File: src/rtl/ofdm_symbol_sequencer.sv
`default_nettype none
// ============================================================================
// Module   : ofdm_symbol_sequencer
// Purpose  : Frames FFT symbols into LTF1/LTF2/data pulses for the channel
//            estimator and equalizer, with restart and timeout recovery.
//            Optional macro OFDM_LTF_AVG_EN also issues the second LTF.
// Revision : 1.0 - initial release
// ============================================================================
module ofdm_symbol_sequencer #(
  parameter int DATASYMS = 12,
  parameter int TIMEOUT  = 1024
) (
  input  logic       clk_i,
  input  logic       rst_ni,
  input  logic       frame_start_i,
  input  logic       sym_valid_i,
  output logic       ltf_valid_o,
  output logic       ltf_second_o,
  output logic       data_valid_o,
  output logic [7:0] sym_idx_o,
  output logic       frame_done_o,
  output logic       busy_o,
  output logic [1:0] err_o
);

  localparam logic [1:0]  c_IDLE        = 2'd0;
  localparam logic [1:0]  c_LTF1        = 2'd1;
  localparam logic [1:0]  c_LTF2        = 2'd2;
  localparam logic [1:0]  c_DATA        = 2'd3;
  localparam logic [1:0]  c_ERR_NONE    = 2'b00;
  localparam logic [1:0]  c_ERR_RESTART = 2'b01;
  localparam logic [1:0]  c_ERR_TIMEOUT = 2'b10;
  localparam logic [7:0]  c_LAST_SYM    = 8'(DATASYMS - 1);
  localparam logic [15:0] c_TO_LAST     = 16'(TIMEOUT - 1);

  logic [1:0]  r_state, w_state_nxt;
  logic [7:0]  r_dcnt, w_dcnt_nxt;
  logic [15:0] r_tcnt, w_tcnt_nxt;
  logic        w_busy_now, w_timeout, w_last;
  logic        r_ltf_valid, w_ltf_valid;
  logic        r_data_valid, w_data_valid;
  logic        r_frame_done, w_frame_done;
  logic        r_busy;
  logic [7:0]  r_sym_idx, w_sym_idx;
  logic [1:0]  r_err, w_err;

  assign w_busy_now = (r_state != c_IDLE);
  assign w_last     = (r_dcnt == c_LAST_SYM);
  // A symbol or a restart in the expiry cycle keeps the frame alive.
  assign w_timeout  = w_busy_now && !frame_start_i && !sym_valid_i && (r_tcnt == c_TO_LAST);

  always_ff @(posedge clk_i or negedge rst_ni) begin
    if (!rst_ni) begin
      r_state      <= c_IDLE;
      r_dcnt       <= '0;
      r_tcnt       <= '0;
      r_ltf_valid  <= 1'b0;
      r_data_valid <= 1'b0;
      r_frame_done <= 1'b0;
      r_busy       <= 1'b0;
      r_sym_idx    <= '0;
      r_err        <= c_ERR_NONE;
    end else begin
      r_state      <= w_state_nxt;
      r_dcnt       <= w_dcnt_nxt;
      r_tcnt       <= w_tcnt_nxt;
      r_ltf_valid  <= w_ltf_valid;
      r_data_valid <= w_data_valid;
      r_frame_done <= w_frame_done;
      r_busy       <= (w_state_nxt != c_IDLE);
      r_sym_idx    <= w_sym_idx;
      r_err        <= w_err;
    end
  end

  always_comb begin
    w_state_nxt = r_state;
    if (frame_start_i) begin
      w_state_nxt = c_LTF1;
    end else if (sym_valid_i) begin
      case (r_state)
        c_LTF1:  w_state_nxt = c_LTF2;
        c_LTF2:  w_state_nxt = c_DATA;
        c_DATA:  w_state_nxt = w_last ? c_IDLE : c_DATA;
        default: w_state_nxt = c_IDLE;
      endcase
    end else if (w_timeout) begin
      w_state_nxt = c_IDLE;
    end
  end

  always_comb begin
    w_ltf_valid  = 1'b0;
    w_data_valid = 1'b0;
    w_frame_done = 1'b0;
    w_sym_idx    = r_sym_idx;
    w_dcnt_nxt   = r_dcnt;
    w_err        = r_err;
    w_tcnt_nxt   = (frame_start_i || sym_valid_i || !w_busy_now) ? 16'd0 : r_tcnt + 16'd1;
    if (frame_start_i) begin
      w_sym_idx  = '0;
      w_dcnt_nxt = '0;
      w_err      = w_busy_now ? c_ERR_RESTART : c_ERR_NONE;
    end else begin
      if (sym_valid_i) begin
        w_ltf_valid  = (r_state == c_LTF1);
        w_data_valid = (r_state == c_DATA);
`ifdef OFDM_LTF_AVG_EN
        if (r_state == c_LTF2) w_ltf_valid = 1'b1;
`endif
      end
      if (w_data_valid) begin
        w_sym_idx    = r_dcnt;
        w_dcnt_nxt   = r_dcnt + 8'd1;
        w_frame_done = w_last;
      end
      if (w_timeout) w_err = c_ERR_TIMEOUT;
    end
  end

`ifdef OFDM_LTF_AVG_EN
  logic r_ltf_second, w_ltf_second;
  assign w_ltf_second = !frame_start_i && sym_valid_i && (r_state == c_LTF2);
  always_ff @(posedge clk_i or negedge rst_ni) begin
    if (!rst_ni) r_ltf_second <= 1'b0;
    else         r_ltf_second <= w_ltf_second;
  end
  assign ltf_second_o = r_ltf_second;
`else
  assign ltf_second_o = 1'b0;
`endif

  assign ltf_valid_o  = r_ltf_valid;
  assign data_valid_o = r_data_valid;
  assign sym_idx_o    = r_sym_idx;
  assign frame_done_o = r_frame_done;
  assign busy_o       = r_busy;
  assign err_o        = r_err;

endmodule
`default_nettype wire
File: config.mk
export PLATFORM = sky130hd
export DESIGN_NAME = ofdm_symbol_sequencer
export DESIGN_NICKNAME = d
export VERILOG_FILES = /design/src/rtl/ofdm_symbol_sequencer.sv
export SDC_FILE = /design/constraint.sdc
export NUM_CORES = 1
export LEC_CHECK = 0
export ABC_AREA = 1
export CAP_MARGIN = 15
export CORE_UTILIZATION = 56
export CTS_CLUSTER_DIAMETER = 80
export CTS_CLUSTER_SIZE = 14
export DETAILED_ROUTE_END_ITERATION = 6
export PLACE_DENSITY = 0.8
export RECOVER_POWER = 50
export SYNTH_ARGS = -nofsm -noshare
export SYNTH_HDL_FRONTEND = slang
export SYNTH_SLANG_ARGS = --single-unit
File: constraint.sdc
create_clock -name clk_i -period 1.7 [get_ports clk_i]
set_input_delay 0.255 -clock clk_i [delete_from_list [all_inputs] [get_ports clk_i]]
set_output_delay 0.255 -clock clk_i [all_outputs]
set_load 0.01 [all_outputs]
==> key figures <==
Status
  • Status: completed

Yosys
  • Syn Std Cell Area: 1930 um^2
  • Top post-synthesis cells by area: dfrtp_1 (52%), nand2_1 (7.4%), o21ai_0 (5.7%), nor2_1 (5.4%), nand3_1 (5.2%)
  • Cell taking the most area after synthesis: dfrtp_1
  • YS warnings: 0
  • Synth Register Bits: 40
  • Synthesized Nets: 233
  • Cell count after synthesis: 227
  • Post-synthesis sequential area ratio: 51.8%
  • Synth top area share: 51.8%
  • Synth Flop Type: dfrtp_1
  • Distinct cells, synth: 27
  • Post-synth EDFFs: 0
  • Syn Area/Cell: 8.51 um^2
  • Asr flop ratio synth: 100%

Detailed routing
  • Met2 wire len: 1550 um
  • Max layer used: met4
  • Drt via density: 5.26
  • Detailed-route wire length per cell: 12.4 um
  • Residual DRC: 0
  • Routed Antenna Nets: 0
  • Drt pass-1 iters: 4
  • DRT met1 WL: 1920 um
  • Met3 WL: 186 um
  • Routed WL: 3710 um
  • Via count: 1577
  • 1st-iter DRT viols: 56

Clocking
  • Clk_lat worst skew: 0.35 ns
  • CTS tree: yes
  • CTS Root Cell: clkbuf_4
  • Cts repair resizes: 0
  • CTS Buf Count: 5
  • Clk pin slew, worst setup/hold paths: 0.11 ns
  • H-tree depth: 2
  • CTS max path bufs: 2
  • CTS sink cnt: 40

Placement
  • DP HPWL: 2710 um
  • Port Buf Inserts: 17
  • GP Congestion: 0.955
  • Post-placement cell count: 291

Min path
  • WHS Endpoint: r_tcnt[0]
  • Worst min path class: register to register
  • Hold Crit Start: r_tcnt[0]
  • Hold Path Depth: 1

Die
  • # IOs: 19
  • Die W: 60.7 um
  • Starting Density: 61.3%
  • Core area: 3150 um^2
  • Die area: 3690 um^2
  • Die Y: 60.7 um
  • # rows: 20

Critical path
  • Critical-path cell list: clkdlybuf4s50_1
  • FF-to-FF setup slack: 0.19 ns
  • WP data required: 1.44 ns
  • Buf/Inv on CP: 1
  • CP max FO: 2
  • Delay-heaviest family, CP: buffers and inverters
  • Reg2Reg Launch Point: r_tcnt[0]
  • CP max stage cell: clkdlybuf4s50_1
  • CP Class: register to primary output
  • Critical Path Start Type: register
  • Worst path max stage delay: 0.55 ns
  • Critical Path Start: err_o[0]
  • CP Capture Type: primary output
  • Reg2reg end: busy_o
  • Critical Path AT: 1.30 ns
  • Reg2Reg Depth: 9

Power
  • P per Cell Area: 759 nW/um^2
  • Worst ir drop on vdd: 0.607 mV
  • Pleak: 0.000976 uW

Timing
  • Worst slew pin tran: 0.924 ns
  • Crit path time final: 1.55 ns
  • Final Hold Viols: 0
  • Final critical-path share of the clock period: 91.3%
  • Max_slew headroom: 38.4%
  • Highest clock rate: 0.644 GHz
  • Final slew viol count: 0
  • Setup TNS: 0 ns
  • RSZ-0062 raised after global routing: no
  • Setup Skew: 0.0131 ns
  • Setup violations, final: 0

Global route
  • First-pass GRT wire length: 6470 um
  • Vias in the first global route: 1434
  • GR Overflow Total: 0
  • Antenna violations before repair: 0
  • Largest net degree at the start of global routing: 41
  • Gr usage total: 24.7%

Finish
  • Commonest non-fill, non-tap cell in the layout: dfrtp_1
  • Area of the multi-input gates: 786 um^2
  • Antenna Cells: 0
  • Final net count: 261
  • Filler instances: 266
  • Fraction of layout cells with a size suffix above 1: 12.1%
  • Most frequent cells in the layout: dfrtp_1 (40), nand2_1 (38), nor2_1 (28)
  • Register area: 1000 um^2
  • Post-route insts no fill: 300
  • Area delta synth->final: 16.6%

Job
  • Max-cap violations: 0
cells in the mapped netlist, drive strengths merged (2+ instances only):
cell	count
nand2	41
dfrtp	40
nor2	33
inv	30
nand3	22
o21ai	22
a21oi	10
nor3	9
nand4	5
xor2	3
buf	2
ha	2
logic make-up after synthesis:
| logic type | synth area share [%] |
|---|---|
| compound gates | 9.07 |
| xor+xnor | 1.81 |
| fa+ha+maj | 1.30 |
| buf+inv | 7.25 |
| flops | 51.8 |
| other cells | 0.194 |
| simple gates | 28.6 |
registers in the layout, summed over array words and instances (netlist names):
register and flops:
sym_idx_o 8, frame_done_o 1, r_dcnt 8, busy_o 1, data_valid_o 1, ltf_valid_o 1, r_state 2, r_tcnt 16
err_o 2
cell type report:
type                    count  area share (%)
inverters                  31            5.22
repair buffers             24            9.66
clock buffers               6            1.83
flip-flops and latches     40            44.4
multi-input cells         153            34.9
clock inverters             2            1.55
well taps                  44            2.44
worst max-delay path by stage:
stage / to / cells past startpoint / slack [ns]
after floorplan: busy_o / 9 / 0.33
after global placement: r_tcnt[5] / 7 / 0.15
after detailed placement: r_tcnt[5] / 7 / 0.10
after CTS: err_o[1] / 1 / 0.14
after global routing: busy_o / 9 / 0.02
final: err_o[0] / 1 / 0.15
what timing repair did:
| item | CTS | global route |
|---|---|---|
| endpoints found under the hold margin | 40 | 0 |
| setup buffers | 0 | 0 |
| hold buffers | 1 | 0 |
| endpoints found under the setup margin | 0 | 1 |
power breakdown:
group	switching, uW	leakage [uW]	internal, uW
Clock	296	0.0000422	308
Combinational	79.5	0.000388	46.6
Sequential	13.7	0.000546	966
Total	389	0.000976	1320
metal layers:
| metal | up-vias | global-route usage, % |
|---|---|---|
| met5 | - | 0 |
| met4 | 0 | 10.7 |
| met3 | 5 | 6.82 |
| met2 | 48 | 34.5 |
| met1 | 726 | 36.1 |
| li1 | 798 | - |
metrics by stage:
| stage | hold slack, ns | worst slack [ns] | total power [uW] | util (%) | area, um^2 |
|---|---|---|---|---|---|
| final | 0.500 | 0.148 | 1710 | 71.5 | 2250 |
| after global placement | 0.333 | 0.145 | 1120 | 69.0 | 2170 |
| after CTS | 0.481 | 0.139 | 1720 | 71.7 | 2260 |
| after floorplan | -0.0406 | 0.330 | 1060 | - | 1930 |
| after global routing | 0.539 | 0.0175 | 1780 | 71.5 | 2250 |
| after detailed placement | 0.337 | 0.102 | 1120 | 69.0 | 2170 |
Power figures use the tool's default switching activity.
